==> config.mk <==
export PLATFORM = sky130hd
export DESIGN_NAME = exu_rf_rd_arb
export DESIGN_NICKNAME = d
export VERILOG_FILES = /design/src/rtl/exu_rf_rd_arb.sv
export SDC_FILE = /design/constraint.sdc
export NUM_CORES = 1
export LEC_CHECK = 0
export CAP_MARGIN = 10
export CORE_ASPECT_RATIO = 2
export CORE_MARGIN = 5
export CORE_UTILIZATION = 24
export DETAILED_ROUTE_END_ITERATION = 7
export PLACE_DENSITY = 0.74
export SLEW_MARGIN = 20
export SYNTH_ARGS = -nofsm -noshare
export SYNTH_HDL_FRONTEND = slang
export SYNTH_SLANG_ARGS = --single-unit
export TNS_END_PERCENT = 100
==> constraint.sdc <==
create_clock -name hclk -period 1.75 [get_ports hclk]
set_input_delay 0.35 -clock hclk [delete_from_list [all_inputs] [get_ports hclk]]
set_output_delay 0.35 -clock hclk [all_outputs]
set_load 0.02 [all_outputs]
==> src/rtl/exu_rf_rd_arb.sv <==
// Round-robin arbiter sharing the register file's two read ports among NUM_REQ EXU sub-units.
// Grants and RF read controls are registered; responses are tagged back to the winner RF_LAT cycles later.
module exu_rf_rd_arb #(
  parameter int NUM_REQ = 4,
  parameter int RF_LAT  = 1
) (
  input  logic                 hclk,
  input  logic                 hrstn,
  input  logic                 exu_stall,
  input  logic [NUM_REQ-1:0]   req,
  input  logic [5*NUM_REQ-1:0] req_raddr_1,
  input  logic [NUM_REQ-1:0]   req_ren_1,
  input  logic [5*NUM_REQ-1:0] req_raddr_2,
  input  logic [NUM_REQ-1:0]   req_ren_2,
  output logic [NUM_REQ-1:0]   gnt,
  output logic [NUM_REQ-1:0]   rsp_valid,
  output logic [31:0]          rsp_rdata_1,
  output logic [31:0]          rsp_rdata_2,
  output logic [4:0]           reg_raddr_1,
  output logic                 reg_ren_1,
  input  logic [31:0]          reg_rdata_1,
  output logic [4:0]           reg_raddr_2,
  output logic                 reg_ren_2,
  input  logic [31:0]          reg_rdata_2
);

  localparam int PTR_W = (NUM_REQ > 1) ? $clog2(NUM_REQ) : 1;

  logic [PTR_W-1:0]              ptr;
  logic [PTR_W-1:0]              win_idx;
  logic [PTR_W-1:0]              next_ptr;
  logic                          win_valid;
  logic                          grant_en;
  logic [RF_LAT-1:0][NUM_REQ-1:0] rsp_pipe;

  // Scan offsets from the highest down so the smallest offset from ptr is the last to win.
  always_comb begin
    win_valid = 1'b0;
    win_idx   = '0;
    for (int i = NUM_REQ - 1; i >= 0; i--) begin
      if (req[(int'(ptr) + i) % NUM_REQ]) begin
        win_valid = 1'b1;
        win_idx   = PTR_W'((int'(ptr) + i) % NUM_REQ);
      end
    end
  end

  assign grant_en = win_valid & ~exu_stall;
  assign next_ptr = (int'(win_idx) == NUM_REQ - 1) ? '0 : win_idx + PTR_W'(1);

  always_ff @(posedge hclk or negedge hrstn) begin
    if (!hrstn) begin
      ptr         <= '0;
      gnt         <= '0;
      reg_ren_1   <= 1'b0;
      reg_ren_2   <= 1'b0;
      reg_raddr_1 <= '0;
      reg_raddr_2 <= '0;
    end else begin
      gnt         <= '0;
      reg_ren_1   <= 1'b0;
      reg_ren_2   <= 1'b0;
      reg_raddr_1 <= '0;
      reg_raddr_2 <= '0;
      if (grant_en) begin
        gnt[win_idx] <= 1'b1;
        reg_ren_1    <= req_ren_1[win_idx];
        reg_ren_2    <= req_ren_2[win_idx];
        reg_raddr_1  <= req_ren_1[win_idx] ? req_raddr_1[5*win_idx +: 5] : 5'd0;
        reg_raddr_2  <= req_ren_2[win_idx] ? req_raddr_2[5*win_idx +: 5] : 5'd0;
        ptr          <= next_ptr;
      end
    end
  end

  // The response pipe keeps moving during stalls so issued reads always complete on time.
  always_ff @(posedge hclk or negedge hrstn) begin
    if (!hrstn) begin
      rsp_pipe <= '0;
    end else begin
      rsp_pipe[0] <= gnt;
      for (int i = 1; i < RF_LAT; i++) begin
        rsp_pipe[i] <= rsp_pipe[i-1];
      end
    end
  end

  assign rsp_valid   = rsp_pipe[RF_LAT-1];
  assign rsp_rdata_1 = reg_rdata_1;
  assign rsp_rdata_2 = reg_rdata_2;

endmodule

==> results by group <==
Pwr
  • Power Dens Cells: 1040 mW/mm^2
  • Combinational power share: 0.548
  • Clock power share: 0.196
  • Sequential power share: 0.256
  • Peak supply drop: 0.366 mV
  • Switching share of power: 0.344
  • Leak Pwr: 1.05 nW
  • Net Switching: roughly 0.9 mW
  • P_int: 1.73 mW
  • Tot Pwr: 2.63 mW

Placed design
  • Place WS: -0.594 ns
  • Port Buf Inserts: 74
  • Hpwl dp: 5470 um
  • Post-place instance area: 0.00216 sq mm
  • Placed Cells: 284
  • GP Congestion: 0.800

Critical path
  • CP Launch Type: flip-flop
  • Critical path buffer and inverter count: 1
  • Worst Path Class, Setup: reg -> reg
  • Worst-path maximum fanout: 6
  • Worst r2r src: ptr[1]
  • R2R Path End: reg_raddr_2[2]
  • Stages on the worst setup path: 6
  • Slowest CP cell: dfrtp_2
  • Worst path top cell family by delay: compound AO/OA/AOI/OAI gates
  • Worst Path Arrival: 1.94 ns
  • R2R cell count: 6
  • CP required: 1.90 ns
  • Setup slack, reg-to-reg: -0.04 ns
  • CP endpoint: reg_raddr_2[2]
  • Element type at the critical path end: flip-flop
  • CP Launch Point: ptr[1]
  • Crit-path max cell delay: between 0.4 and 0.5 ns
  • Critical-path cell list: mux2i_1 -> nor2_1 -> nor3_4 -> inv_2 -> a211o_4 -> a221oi_1

Timing
  • Slew headroom: 0.705
  • Min Tclk post-route: 1.79 ns
  • Setup violators final: 10
  • RSZ-0062 raised after global routing: yes
  • Fmax: 557 MHz
  • Post-route setup slack: -0.0447 ns
  • Setup Skew: 0.000720 ns
  • Worst Max-Slew Pin Slew: 0.441 ns
  • Final hold viol count: 0
  • Max-slew violation count: 0
  • Post-route clock period utilization: 1.03

Hold path
  • Hold Crit Class: reg -> reg

Layout
  • Final nets: around 330
  • Filler cell count: between 600 and 700
  • Most common cell after layout, fill and taps aside: clkdlybuf4s50_1
  • Highest-count cells in the layout ignoring fill and taps: 70 x clkdlybuf4s50_1, 21 x dfrtp_1, 12 x buf_4
  • Non-filler cells, final: 295
  • Area growth syn-to-layout: 48.8%
  • Design Area, Final: 0.00254 sq mm
  • # diodes: 0
  • Share of cells above drive strength 1: 0.278

Clocking
  • Root buffer cell: clkbuf_16
  • Hold Buf Count CTS: 0
  • CTS buffer count: 3
  • Clock Path Buffers: 2
  • Reg clk slew, reported paths: about 0.060 ns
  • CTS sink count: 22
  • CTS tree: built
  • Skew-Pair Late Insertion Delay: 0.25 ns
  • # H-tree levels: 1

Global routing
  • First-pass GRT wire length: 8870 um
  • Largest net degree at the start of global routing: 23
  • Tot GR Track Use: 0.135
  • Initial antenna violation count: 0
  • Remaining global-route overflow: 0
  • Vias in the first global route: around 1500

Yosys
  • Synth Instances: 178
  • Yosys warns: 0
  • Post-Syn Area: approximately 0.0017 sq mm
  • Avg Synthesized Cell Area: between 9 and 10 sq um
  • Post-synthesis register bit count: 22
  • Syn Nets: approximately 300
  • Distinct cells, synth: 29
  • Register area share after synthesis: 0.323

Die
  • Initial core utilization: 0.246
  • Die span in x: 69.6 um
  • Die area: 0.00899 sq mm
  • Num ports: 203
  • Row cnt: 43
  • Core box area: 0.00694 sq mm
  • Die height: 129 um

Detailed routing
  • Vias/cell: 4.74
  • Antenna-violating nets left: 0
  • Routed WL: 6520 um
  • DRC errors left: 0
  • Via count: about 1400
  • Wirelength per Cell: 22.1 um
  • DRT Pass-1 Iters: 4
  • Initial DRC count: 67

Run status
  • Status: finished, violations left
  • Failing checks: negative setup slack

Job
  • Max cap viols: 0
==> metal layers <==
metal	GRT usage	routed length [um]	up-vias
met5	0	0	-
met4	0.117	527	0
met1	0.0888	1510	618
met3	0.0986	1140	60
met2	0.237	3350	98
li1	-	-	622
==> cell usage after synthesis <==
library cell	n	area (sq um)
buf_4	64	480
dfrtp_1	22	551
mux2i_1	11	110
a211oi_1	10	75.1
a221oi_1	10	87.6
and3_1	10	62.6
nand2_1	5	18.8
a211o_1	4	35.0
and2_1	4	25.0
clkbuf_1	4	15.0
ha_1	4	50.1
nand3_1	4	20.0
o21ai_0	4	20.0
nor2_1	3	11.3
nor2b_1	3	18.8
a21oi_1	2	10.0
inv_2	2	7.51
a221o_2	1	11.3
a221oi_2	1	15.0
buf_2	1	5.00
clkbuf_4	1	7.51
inv_1	1	3.75
nand2_2	1	6.26
nand2_4	1	11.3
nor3_4	1	16.3
nor4_1	1	6.26
o21ba_1	1	10.0
o21bai_1	1	7.51
or2_2	1	6.26
==> repair_timing <==
action / CTS / global route
pin swaps: 6 / 3
endpoints found under the setup margin: 17 / 14
setup buffers: 4 / 2
gates cloned: 0 / 1
gates resized for setup: 28 / 23
==> power by group through the flow <==
stage	clock network, mW	registers (mW)	logic, mW
after CTS	0.517	0.673	1.26
after detailed placement	0	0.677	1.11
after global routing	0.543	0.685	1.54
final	0.515	0.674	1.44
after global placement	0	0.675	1.09
after floorplan	0	0.779	0.672
==> logic make-up (layout without fill, tap and decap cells) <==
logic type | count (synthesis) | in the layout | share of synthesized area
flops | 22 | 22 | 0.323
mux | 11 | 11 | 0.0646
fa+ha+maj | 4 | 4 | 0.0294
simple gates | 34 | 34 | 0.119
buf+inv | 73 | 100 | 0.305
compound gates | 34 | 34 | 0.159
==> state kept, by name (all words and copies together) (netlist names) <==
name,cells
ptr,2
reg_raddr_2,5
rsp_valid,4
gnt,4
reg_ren_2,1
reg_raddr_1,5
reg_ren_1,1
==> worst min path at each step <==
stage / start / to / slack (ns) / cells after the start
after global placement: gnt[3] / rsp_valid[3] / 0.36 / 0
after detailed placement: gnt[3] / rsp_valid[3] / 0.37 / 0
final: gnt[3] / rsp_valid[3] / 0.38 / 0
after floorplan: hrstn / gnt[0] / 0.05 / 0
after CTS: gnt[3] / rsp_valid[3] / 0.38 / 0
after global routing: gnt[3] / rsp_valid[3] / 0.39 / 0
==> area by class of cell <==
class	instances	area, sq um	share of cell area
clock buffer	4	88.8	0.0350
multi-input combinational	83	823	0.325
timing repair buffer	93	941	0.371
tap	90	113	0.0444
sequential	22	552	0.218
inverter	3	18.8	0.00740
==> metrics by stage <==
| stage | TNS, ns | utilization | hold slack (ns) |
|---|---|---|---|
| 6_report | -0.300 | 0.365 | 0.379 |
| 5_1_grt | -1.32 | 0.365 | 0.389 |
| 4_1_cts | -0.177 | 0.347 | 0.381 |
| 3_5_place_dp | -8.13 | 0.312 | 0.369 |
| 3_3_place_gp | -7.51 | 0.312 | 0.362 |
| 2_1_floorplan | 0 | - | 0.0544 |
(Power assumes the default switching activity.)
==> edit 1, RTL diff (same settings) <==
Make the reset (`hrstn`) synchronous in 2 clocked blocks.
--- a/src/rtl/exu_rf_rd_arb.sv
+++ b/src/rtl/exu_rf_rd_arb.sv
@@ -48,7 +48,7 @@
   assign grant_en = win_valid & ~exu_stall;
   assign next_ptr = (int'(win_idx) == NUM_REQ - 1) ? '0 : win_idx + PTR_W'(1);
 
-  always_ff @(posedge hclk or negedge hrstn) begin
+  always_ff @(posedge hclk) begin
     if (!hrstn) begin
       ptr         <= '0;
       gnt         <= '0;
@@ -74,7 +74,7 @@
   end
 
   // The response pipe keeps moving during stalls so issued reads always complete on time.
-  always_ff @(posedge hclk or negedge hrstn) begin
+  always_ff @(posedge hclk) begin
     if (!hrstn) begin
       rsp_pipe <= '0;
     end else begin
Check against the original RTL: differs if hrstn is asserted again (counterexample within 4 cycles, from zero or initial values and one cycle with hrstn low); with hrstn held inactive, the same outputs for 4 cycles.
==> edit 1 against the unedited design <==
Worst setup slack better by 76 ps; sequential share of layout area down 3.1 points; routed wire length up 6.5%; cell area shrank 6.2%; area after synthesis decreased by 4.0%; fmax up 4.4%; sequential cell count unchanged; global-route usage increased by 1.7 points; worst hold slack better by 76 ps; highest routed layer unchanged.
Power is not compared: it rests on default switching activity, and its combinational part moved more than twofold at a synthesized area within 25%.
==> edit 1: results (changes against the unedited design) <==
Slew @ Worst Pin: 330 ps (-111 ps)
worst reg2reg path depth: 6 (unchanged)
Routed WL per cell: 23.5 um (+6.1%)
fraction of layout cells with a size suffix above 1: 26.4% (-1.4 points)
asr flop ratio synth: 0% (-100 points)
HPWL Detailed: 5.86 mm (+7.1%)
total global-route track usage: 15.2% (+1.7 points)
Pre-antenna DRT Iters: 4 (unchanged)
data arrival time of the worst path: 1890 ps (-50 ps)
outcome: complete, no violations
# fillers: 680 (+1.9%)
GPL Wtd Cong: 0.861 (+7.7%)
register area share after synthesis: 26.9% (-5.4 points)
net count after synthesis: 308 (+2.3%)
pre-CTS setup slack: -510 ps (+83.9 ps)
largest net degree at the start of global routing: 14 (-39%)
Max Root-Sink Buffers: 2 (unchanged)
final worst slack: 31.7 ps (+76.4 ps)
biggest regs: reg_raddr_1 (5), reg_raddr_2 (5)
ys flop type: dfxtp_1
Crit Reg-Reg Startpoint: ptr[1]
crit path capture: reg_raddr_2[4]
Worst Hold Launch: gnt[0]
DRC marker count from the first detailed-route iteration: 74 (+10%)
Inserted Clock Buffers: 3 (unchanged)
first-pass GRT wire length: 9.29 mm (+4.7%)
top post-synthesis cells by count: buf_4, dfxtp_1, and3_1, mux2i_1
Yosys cell types: 30 (+3.4%)
Vias: 1411 (+0.93%)
largest cells by area after synthesis: buf_4, dfxtp_1, mux2i_1
nets: 332 (+0.91%)
H-tree lvl count: 1 (unchanged)
vias in the first global route: 1580 (+5.1%)
Final Skew: 1.17 ps (+0.450 ps)
later-pin clock latency in the skew report: 250 ps (about the same)
worst hold stages: 1 (+1)
-- edit 1: critical path: stages, from the launching register on --
cell      delay, ps
dfxtp_4         360
and2_4          170
o211ai_1        160
buf_4           170
nand3_1         110
a211o_4         390
a221oi_2        270
-- edit 1: worst min-delay path by stage --
stage | slack (ps) | end
global route | 480 | rsp_valid[3]
floorplan | 510 | ptr[0]
global placement | 440 | rsp_valid[0]
detailed placement | 450 | rsp_valid[0]
finish | 450 | rsp_valid[0]
CTS | 460 | rsp_valid[3]
-- edit 1: power by group through the flow --
| stage | clock, mW | sequential, mW | combinational, mW |
|---|---|---|---|
| 2_1_floorplan | 0 | 0.588 | 0.427 |
| 4_1_cts | 0.635 | 0.548 | 0.550 |
| 6_report | 0.633 | 0.548 | 0.617 |
| 5_1_grt | 0.648 | 0.552 | 0.661 |
| 3_3_place_gp | 0 | 0.559 | 0.516 |
| 3_5_place_dp | 0 | 0.559 | 0.522 |
-- edit 1: routing by layer --
| metal | wire length (um) | up-vias | global-route usage, % |
|---|---|---|---|
| met5 | 0 | - | 0 |
| met3 | 1470 | 67 | 13.5 |
| met2 | 3390 | 87 | 24.8 |
| met1 | 1440 | 619 | 8.90 |
| li1 | - | 638 | - |
| met4 | 635 | 0 | 13.8 |
-- edit 1: layout make-up --
type / count / area share [%]
timing repair inverter: 1 / 0.315
clock inverter: 1 / 1.26
tap: 88 / 4.63
sequential: 22 / 18.7
inverter: 3 / 0.631
clock buffer: 3 / 3.15
multi-input combinational: 89 / 35.8
timing repair buffer: 89 / 35.6
-- edit 1: metrics by stage --
step           cells  area, um2  TNS [ps]  utilization, %
2_1_floorplan    185       1640         0               -
3_3_place_gp     289       2080     -6150            31.3
3_5_place_dp     289       2080     -6960            31.3
4_1_cts          293       2250         0            33.9
5_1_grt          296       2380      -122            35.9
6_report         296       2380         0            35.9
-- edit 1: logic make-up (layout without fill, tap and decap cells) --
| kind of cell | Yosys count | after routing | synth area share [%] |
|---|---|---|---|
| AND/OR/NAND/NOR | 38 | 38 | 14.4 |
| adder cells (fa/ha/maj) | 4 | 4 | 3.06 |
| multiplexers | 11 | 11 | 6.73 |
| AO/OA/AOI/OAI | 36 | 36 | 17.1 |
| buffers and inverters | 74 | 97 | 31.8 |
| flip-flops | 22 | 22 | 26.9 |
-- edit 1: timing repair --
item,in CTS,in global routing
resized for setup,14,26
hold endpoints to repair,0,0
setup endpoints to repair,13,13
setup buffers,0,2
pin swaps,3,19
gates cloned,0,1
==> edit 2, RTL diff (config.mk and constraints unchanged) <==
Made on the original files. Set the parameter `RF_LAT` to 2 (it was 1).
--- a/src/rtl/exu_rf_rd_arb.sv
+++ b/src/rtl/exu_rf_rd_arb.sv
@@ -2,7 +2,7 @@
 // Grants and RF read controls are registered; responses are tagged back to the winner RF_LAT cycles later.
 module exu_rf_rd_arb #(
   parameter int NUM_REQ = 4,
-  parameter int RF_LAT  = 1
+  parameter int RF_LAT  = 2
 ) (
   input  logic                 hclk,
   input  logic                 hrstn,
Behaviour: not the same (a bounded check fails within 4 cycles, from zero or initial values and one cycle with hrstn low).
==> edit 2 against the unedited design <==
Clock power up 30%; area after synthesis up 7.6%; power up 4.7%; the run still ends with negative setup slack left; worst hold slack worse by 26 ps; sequential cell count up 4; sequential power up 14%; count of clock-buffer cells in the layout down 1; largest power group unchanged; routed wire length down 6.3%; worst setup slack worse by 4.2 ps; cell area up 1.4%; cell count up 3.7%; via count up 1.4%.
==> edit 2: results (changes against the unedited design) <==
CP max-delay cell: a221o_2
final worst slack: -48.9 ps (-4.24 ps)
register area share after synthesis: 35.5% (+3.2 points)
Yosys cell types: 29 (unchanged)
pre-CTS setup slack: -634 ps (-40.5 ps)
Non-CTS buffers: 96 (+3.2%)
asr flop ratio synth: 100% (unchanged)
outcome: complete, but fails checks
clock buffer count in the final layout: 3 (-1)
first-pass GRT wire length: 8.54 mm (-3.7%)
Non-clock buffering overhead: 35.7% (-1.4 points)
clock transition at the registers of the reported paths: 70 ps
grt met1 use: 8.46% (-0.42 points)
GR Util met3: 6.50% (-3.4 points)
top post-synthesis cells by count: buf_4, dfrtp_1, mux2i_1
largest net degree at the start of global routing: 27 (+17%)
total global-route track usage: 12.2% (-1.3 points)
biggest regs: reg_raddr_1 (5), reg_raddr_2 (5)
area occupied by multi-input gates: 771 um2 (-6.4%)
peak supply drop: 0.000458 V (+25%)
GPL Wtd Cong: 0.815 (+2.0%)
DP Area: 2310 um2 (+6.7%)
HPWL Detailed: 5.13 mm (-6.2%)
vias in the first global route: 1588 (+5.6%)
fraction of layout cells with a size suffix above 1: 26.9% (-0.92 points)
P_leak: 1.11 nW (+5.6%)
data arrival time of the worst path: 1930 ps
Hold Crit Class: flip-flop to flip-flop
Final Skew: 2.00 ps (+1.28 ps)
setup violators final: 7 (-3)
Worst Hold Launch: rsp_pipe[3]
vias per cell: 4.63 (-2.3%)
wl on met1: 1.44 mm (-4.6%)
nets: 336 (+2.1%)
Reg-to-Reg End: reg_raddr_2[1]
net count after synthesis: 309 (+2.7%)
sequential share of cell area: 25.3% (+3.5 points)
failing checks: negative setup slack
inverters: 3 (unchanged)
Final Cell Area: 2570 um2 (+1.4%)
Crit path max-delay family: compound AO/OA/AOI/OAI gates
Routed met3 length: 969 um (-15%)
largest cells by area after synthesis: dfrtp_1, buf_4, mux2i_1
Routed WL per cell: 20.0 um (-9.7%)
Fin Hold WS: 353 ps (-26.4 ps)
WL met2: 2.93 mm (-13%)
CTS sink cnt: 26 (+18%)
# fillers: 787 (+18%)
Max Root-Sink Buffers: 2 (unchanged)
later-pin clock latency in the skew report: 260 ps
Pre-antenna DRT Iters: 3 (-1)
DRC marker count from the first detailed-route iteration: 30 (-55%)
met2 Use GR: 19.5% (-4.2 points)
Clock-cell share: 4.09% (+0.58 points)
Worst Path Max Fanout: 10 (+4)
Slew @ Worst Pin: 373 ps (-68.4 ps)
PortBufs: 74 (unchanged)
-- edit 2: cell count changes in the layout (fill, tap and decap cells not counted), moves of 4 or more --
cell | before | now
buf_4 | 12 | 20
mux2i_1 | 4 | 11
dfrtp_1 | 21 | 26
mux2i_2 | 5 | 0
a211oi_1 | 9 | 5
a211oi_2 | 1 | 5
a221oi_1 | 5 | 1
a221oi_2 | 5 | 9
-- edit 2: worst max-delay path by stage --
stage | startpoint | end | slack [ps] | depth (start not counted)
3_3_place_gp | req[0] | reg_raddr_1[2] | -550 | 6
6_report | ptr[1] | reg_raddr_2[1] | -50 | 6
5_1_grt | ptr[1] | reg_raddr_1[4] | -130 | 7
2_1_floorplan | ptr[1] | ptr[1] | 50 | 8
3_5_place_dp | req[0] | reg_raddr_1[4] | -630 | 6
4_1_cts | ptr[0] | reg_raddr_1[3] | -20 | 5
-- edit 2: logic make-up after synthesis --
logic type	count (synthesis)	share of synthesized area, %
buf+inv	77	29.9
fa+ha+maj	4	2.73
mux	11	6.00
compound gates	34	14.8
flops	26	35.5
simple gates	34	11.1
-- edit 2: what timing repair did --
item	CTS	global route
resized for setup	25	10
endpoints found under the setup margin	17	12
setup buffers	2	1
pin swaps	9	3
-- edit 2: power breakdown --
group          total (mW)  internal [mW]  switching (mW)
sequential          0.767          0.717          0.0502
clock               0.667          0.455           0.212
combinational        1.32          0.673           0.651
total                2.76           1.84           0.913
-- edit 2: per-stage QoR --
stage          TNS [ps]  std cells  util (%)
2_1_floorplan         0        186         -
3_3_place_gp      -7820        299      30.6
3_5_place_dp      -8650        299      30.6
4_1_cts           -61.9        305      33.4
5_1_grt            -976        306      34.1
6_report           -168        306      34.1
